$ cat config.mk
export PLATFORM = sky130hd
export DESIGN_NAME = xsw_egress_reader
export DESIGN_NICKNAME = d
export VERILOG_FILES = /design/src/rtl/xsw_pkg.sv /design/src/rtl/xsw_rr_arbiter.sv /design/src/rtl/xsw_egress_reader.sv
export SDC_FILE = /design/constraint.sdc
export NUM_CORES = 1
export LEC_CHECK = 0
export CAP_MARGIN = 25
export CORE_AREA = 2 2 114 138
export DETAILED_ROUTE_END_ITERATION = 12
export DIE_AREA = 0 0 116 140
export PLACE_DENSITY = 0.76
export SLEW_MARGIN = 5
export SYNTH_ARGS = -nofsm -noshare
export SYNTH_HDL_FRONTEND = slang
export SYNTH_HIERARCHICAL = 1
export SYNTH_SLANG_ARGS = --single-unit
$ cat constraint.sdc
create_clock -name clk -period 3.5 [get_ports clk]
set_input_delay 0.35 -clock clk [delete_from_list [all_inputs] [get_ports clk]]
set_output_delay 0.35 -clock clk [all_outputs]
set_load 0.02 [all_outputs]
$ cat src/rtl/xsw_pkg.sv
// ----------------------------------------------------------------------------
// xsw_pkg
// Shared definitions for the switch egress reader slice.
//   NPORTS        : default number of switch egress ports
//   LANE_W        : default width of one address/data lane
//   CFG_MASK_ADDR : config-bus address of the port enable mask register
//   xsw_state_e   : reader FSM states
// ----------------------------------------------------------------------------
package xsw_pkg;

   localparam int NPORTS = 8;
   localparam int LANE_W = 8;

   localparam logic [15:0] CFG_MASK_ADDR = 16'h0000;

   typedef enum logic [1:0] {
      ARB  = 2'd0,
      READ = 2'd1,
      WAIT = 2'd2,
      HOLD = 2'd3
   } xsw_state_e;

endpackage : xsw_pkg

$ cat src/rtl/xsw_rr_arbiter.sv
// ----------------------------------------------------------------------------
// xsw_rr_arbiter
// Combinational round-robin pick: returns the first requesting port at or
// after ptr_i, wrapping from NPORTS-1 back to 0.
//   req_i   : per-port request vector
//   ptr_i   : index where the search starts (must be < NPORTS)
//   grant_o : one-hot grant (zero when nothing requests)
//   idx_o   : binary index of the granted port
//   valid_o : at least one port requests
// ----------------------------------------------------------------------------
module xsw_rr_arbiter #(
   parameter int NPORTS = 8,
   parameter int IDX_W  = 3
) (
   input  logic [NPORTS-1:0] req_i,
   input  logic [IDX_W-1:0]  ptr_i,
   output logic [NPORTS-1:0] grant_o,
   output logic [IDX_W-1:0]  idx_o,
   output logic              valid_o
);

   // Walk the ports in priority order starting from the pointer; the first
   // hit wins and later candidates are ignored once valid_o is set.
   always_comb begin
      int cand;
      grant_o = '0;
      idx_o   = '0;
      valid_o = 1'b0;
      cand    = 0;
      for (int k = 0; k < NPORTS; k++) begin
         cand = int'(ptr_i) + k;
         if (cand >= NPORTS) begin
            cand = cand - NPORTS;
         end
         if (!valid_o && req_i[cand]) begin
            valid_o       = 1'b1;
            idx_o         = IDX_W'(cand);
            grant_o[cand] = 1'b1;
         end
      end
   end

endmodule : xsw_rr_arbiter

$ cat src/rtl/xsw_egress_reader.sv
// ----------------------------------------------------------------------------
// xsw_egress_reader
// Pulls one word at a time out of the switch egress FIFOs in round-robin
// order and presents each as a packet on a valid/ready stream.
//   clk, reset          : clock, asynchronous active-high reset
//   data_rdy, fifo_empty: per-port status from the switch
//   addr_out, data_out  : per-port lanes (lane i = [i*LANE_W +: LANE_W])
//   rd_en               : one-hot FIFO pop strobe back to the switch
//   port_en/wr/addr/sel : config write bus (mask register at CFG_MASK_ADDR)
//   pkt_valid/ready/port/addr/data : collected packet stream
//   rd_count            : saturating count of pops issued
// RD_LAT (1..3) is the number of cycles between the pop strobe and the lane
// holding the popped word.
// ----------------------------------------------------------------------------
module xsw_egress_reader #(
   parameter int NPORTS = xsw_pkg::NPORTS,
   parameter int LANE_W = xsw_pkg::LANE_W,
   parameter int RD_LAT = 1
) (
   input  logic                     clk,
   input  logic                     reset,
   input  logic [NPORTS-1:0]        data_rdy,
   input  logic [NPORTS-1:0]        fifo_empty,
   input  logic [NPORTS*LANE_W-1:0] addr_out,
   input  logic [NPORTS*LANE_W-1:0] data_out,
   output logic [NPORTS-1:0]        rd_en,
   input  logic                     port_en,
   input  logic                     port_wr,
   input  logic [15:0]              port_addr,
   input  logic [NPORTS-1:0]        port_sel,
   output logic                     pkt_valid,
   input  logic                     pkt_ready,
   output logic [2:0]               pkt_port,
   output logic [LANE_W-1:0]        pkt_addr,
   output logic [LANE_W-1:0]        pkt_data,
   output logic [15:0]              rd_count
);

   import xsw_pkg::*;

   localparam int IDX_W  = (NPORTS > 1) ? $clog2(NPORTS) : 1;
   localparam int WAIT_W = 2;

   xsw_state_e            state_q, state_d;
   logic [IDX_W-1:0]      rrPtr_q;
   logic [NPORTS-1:0]     mask_q;
   logic [IDX_W-1:0]      grantIdx_q;
   logic [NPORTS-1:0]     grantOh_q;
   logic [WAIT_W-1:0]     waitCnt_q;
   logic                  pktValid_q;
   logic [2:0]            pktPort_q;
   logic [LANE_W-1:0]     pktAddr_q;
   logic [LANE_W-1:0]     pktData_q;
   logic [15:0]           rdCount_q;

   logic [NPORTS-1:0]     eligible;
   logic [NPORTS-1:0]     arbGrant;
   logic [IDX_W-1:0]      arbIdx;
   logic                  arbValid;
   logic                  cfgMaskWrite;
   logic                  waitDone;
   logic                  pktAccept;
   logic [IDX_W-1:0]      nextPtr;

   // Eligibility uses the registered mask, so a mask write landing in the
   // same cycle as arbitration only takes effect from the next ARB onward.
   assign eligible     = mask_q & data_rdy & ~fifo_empty;
   assign cfgMaskWrite = port_en && port_wr && (port_addr == CFG_MASK_ADDR);
   assign waitDone     = (waitCnt_q == WAIT_W'(RD_LAT - 1));
   assign pktAccept    = pktValid_q && pkt_ready;
   assign nextPtr      = (grantIdx_q == IDX_W'(NPORTS - 1)) ? '0 : grantIdx_q + 1'b1;

   xsw_rr_arbiter #(
      .NPORTS (NPORTS),
      .IDX_W  (IDX_W)
   ) u_arb (
      .req_i   (eligible),
      .ptr_i   (rrPtr_q),
      .grant_o (arbGrant),
      .idx_o   (arbIdx),
      .valid_o (arbValid)
   );

   // State and datapath registers. The grant is frozen in ARB, so later mask
   // changes or a port dropping its ready cannot disturb an issued read.
   always_ff @(posedge clk or posedge reset) begin
      if (reset) begin
         state_q    <= ARB;
         rrPtr_q    <= '0;
         mask_q     <= '1;
         grantIdx_q <= '0;
         grantOh_q  <= '0;
         waitCnt_q  <= '0;
         pktValid_q <= 1'b0;
         pktPort_q  <= '0;
         pktAddr_q  <= '0;
         pktData_q  <= '0;
         rdCount_q  <= '0;
      end else begin
         state_q <= state_d;
         if (cfgMaskWrite) begin
            mask_q <= port_sel;
         end
         case (state_q)
            ARB: begin
               if (arbValid) begin
                  grantIdx_q <= arbIdx;
                  grantOh_q  <= arbGrant;
               end
            end
            READ: begin
               waitCnt_q <= '0;
               if (rdCount_q != 16'hFFFF) begin
                  rdCount_q <= rdCount_q + 16'd1;
               end
            end
            WAIT: begin
               if (waitDone) begin
                  pktValid_q <= 1'b1;
                  pktPort_q  <= 3'(grantIdx_q);
                  pktAddr_q  <= addr_out[grantIdx_q*LANE_W +: LANE_W];
                  pktData_q  <= data_out[grantIdx_q*LANE_W +: LANE_W];
               end else begin
                  waitCnt_q <= waitCnt_q + 1'b1;
               end
            end
            HOLD: begin
               if (pktAccept) begin
                  pktValid_q <= 1'b0;
                  rrPtr_q    <= nextPtr;
               end
            end
            default: ;
         endcase
      end
   end

   // Next-state logic: one pass ARB -> READ -> WAIT (RD_LAT cycles) -> HOLD.
   always_comb begin
      state_d = state_q;
      case (state_q)
         ARB:     if (arbValid)  state_d = READ;
         READ:                   state_d = WAIT;
         WAIT:    if (waitDone)  state_d = HOLD;
         HOLD:    if (pktAccept) state_d = ARB;
         default:                state_d = ARB;
      endcase
   end

   // The pop strobe is decoded from the state so it can only be live during
   // READ, and it is exactly the one-hot grant captured in ARB.
   always_comb begin
      rd_en = '0;
      if (state_q == READ) begin
         rd_en = grantOh_q;
      end
   end

   assign pkt_valid = pktValid_q;
   assign pkt_port  = pktPort_q;
   assign pkt_addr  = pktAddr_q;
   assign pkt_data  = pktData_q;
   assign rd_count  = rdCount_q;

endmodule : xsw_egress_reader
==> reports/metrics.yaml, run 1 <==
status: "finished clean"
fp.dieH_um: 140
cp_top_family: "multiplexers"
seq_area_um2: 1560
port_buffers: 216
p_per_area_nw_per_um2: 441
cp.depth: 10
syn_avg_cell_area_um2: 10.9
ios: 217
first_global_vias: 5136
vias: 4912
yosysUniqueCellTypes: 68
gr-total-overflow: 0
clk_path_buf_depth: 2
synth-edff-count: 0
tightest_slew_ns: 0.863
final_area_um2: 7940
place_inst: 886
async_flop_share_pct: 100
core_area_um2: 14800
cp_slowest_cell: "dfstp_2"
ys_warn_count: 6
drive_gt1_share_pct: 20.5
via_per_inst: 5.45
slew_violations: 0
setup_viol: 0
p_leak_uw: 0.00309
synth-seq-cells: 62
die_area_um2: 16200
h-tree-depth: 3
n_antenna_cell: 0
synth_top_area_share_pct: 26.6
cts_tree: "done"
synth_area_leaders: "dfrtp_1, mux4_2, mux2_2"
yosys_most_used_dff: "dfrtp_1"
skew_ns: 0.00910
fin_crit_ns: 3.26
start_util_pct: 34.3
crit_arrival_ns: 3.47
hold_violations: 0
areaGrowthSynthToFinish_pct: 56.1
slew_headroom_pct: 42.5
wl_per_cell_um: 17.9
clkLatencyLatePin_ns: 0.33
ir_drop_mv: 0.232
grt_max_degree: 33
fmax_mhz: 307
startpoint_type: "flop"
synth-seq-area-share_pct: 30.7
path_class: "flop to flop"
drt_wl_total_um: 16200
synthCells: 468
root_buffer: "clkbuf_16"
utilization_pct: 53.5
ff2ff_path_depth: 10
antenna_found_initial: 0
drtPass1Iterations: 4
rows: 49
drt-initial-drc-count: 219
drv_cap: 0
syn-num-nets: 657
dp_hpwl_um: 13400
fillCellCount: 1320
place_congestion: 0.908
cp_max_fo: 8
yosys-top-cells-count: "dfrtp_1, nand2_1, mux4_2"
clkTransAtPathRegs_ns: 0.06
cts_buffers: 9
netlist_area_um2: 5090
finalNonFillerCells: 902
rsz0062_at_grt: "no"
grt_pass1_wl_um: 25700
placed_cell_area_um2: 7580
nNetsFinal: 882
track_usage_pct: 20.2
worst_ep_required_time_ns: 3.71
hold_path.class: "primary input to async pin"
multiInputGateArea_um2: 3340
drc_errors: 0
critPathMaxStageDelay_ns: 0.55
timing.final.crit_share_pct: 93.1
clock-sinks: 62
crit_buf_inv: 1
ant_nets: 0
end_kind: "flop"
die_width_um: 116
postCtsSetupRepairBufs: 0
yosysMostFrequentCell: "dfrtp_1"
synth_top_cell_by_area: "dfrtp_1"
path_cells: "nand2_1, nor2_1, mux2i_1, mux4_2, a32oi_4, buf_4, nor2_2, a222oi_1, a22oi_1, mux2_2"
-- timing repair --
item | 4_1_cts | 5_1_grt
resized for setup | 0 | 3
endpoints found under the setup margin | 0 | 3
hold buffers | 0 | 0
-- logic make-up after synthesis --
kind of cell               share of synthesized area, %
adders and majority gates                          3.94
muxes                                              31.4
buffers and inverters                              3.84
AOI/OAI and AO/OA                                  12.6
DFF                                                30.7
and+or+nand+nor                                    14.6
xor gates and xnor gates                           2.93
-- worst reg2reg max path: stages, from the launching register on --
cell and delay [ns]:
dfstp_2 0.55, nand2_1 0.05, nor2_1 0.30, mux2i_1 0.18
mux4_2 0.55, a32oi_4 0.39, buf_4 0.22, nor2_2 0.04
a222oi_1 0.44, a22oi_1 0.13, mux2_2 0.28
-- sequential cells by signal, summed over array words and instances (netlist names) --
name        flops
grantIdx_q      3
grantOh_q       8
mask_q          8
pkt_addr        8
pkt_data        8
pkt_port        3
pkt_valid       1
rd_count       16
rrPtr_q         3
state_q         2
waitCnt_q       2
-- through the flow --
stage          worst slack, ns  power, µW  hold slack (ns)   TNS (ns)
2_1_floorplan           0.0161       1800            0.457          0
3_3_place_gp            0.0770       2420            0.463          0
3_5_place_dp         -0.000405       2450            0.469  -0.000405
4_1_cts                  0.171       3530            0.335          0
5_1_grt                0.00205       3730            0.360          0
6_report                 0.241       3500            0.329          0
-- placed cells by master, fill, tap and decap left out, types with 14 or more instances in the layout --
cell	instances
o21ai_0	24
nand3_1	14
nor2_1	17
ha_1	15
mux4_2	43
nand2_1	52
clkdlybuf4s50_1	216
buf_4	25
mux2_2	30
mux2i_1	23
dfrtp_1	52
-- worst paths after layout --
kind / start / endpoint / slack [ns]
hold reg to reg: pkt_addr[4] / pkt_addr[4] / 0.48
max in group asynchronous: reset / pkt_addr[3] / 2.41
min in group clk: pkt_addr[4] / pkt_addr[4] / 0.48
setup / recovery: mask_q[0] / grantOh_q[7] / 0.24
setup reg to reg: mask_q[0] / grantOh_q[7] / 0.24
hold / removal: reset / rd_count[11] / 0.33
-- layer usage --
layer,track usage (%),vias up,routed length (µm)
li1,-,2266,-
met1,22.2,2363,5860
met2,37.5,243,8760
met3,3.68,40,975
met4,8.27,0,592
met5,0,-,0
-- power breakdown --
group	leakage, µW	internal (µW)	switching [µW]
logic	0.00213	709	737
clock network	0.000173	707	356
registers	0.000787	867	125
total	0.00309	2280	1220
-- final cells by class --
class,count,area share [%]
tap,204,3.22
sequential,62,19.7
clock buffer,9,2.84
clock inverter,7,1.61
timing repair buffer,242,29.9
multi-input combinational,364,42.1
inverter,14,0.662
Power figures use the tool's default switching activity.
==> inputs of run 2 (changes only) <==
Settings changed: CTS_CLUSTER_DIAMETER from default to 100.
==> results of run 2 <==
No change in the layout: final DEF, timing and power equal those of run 1.
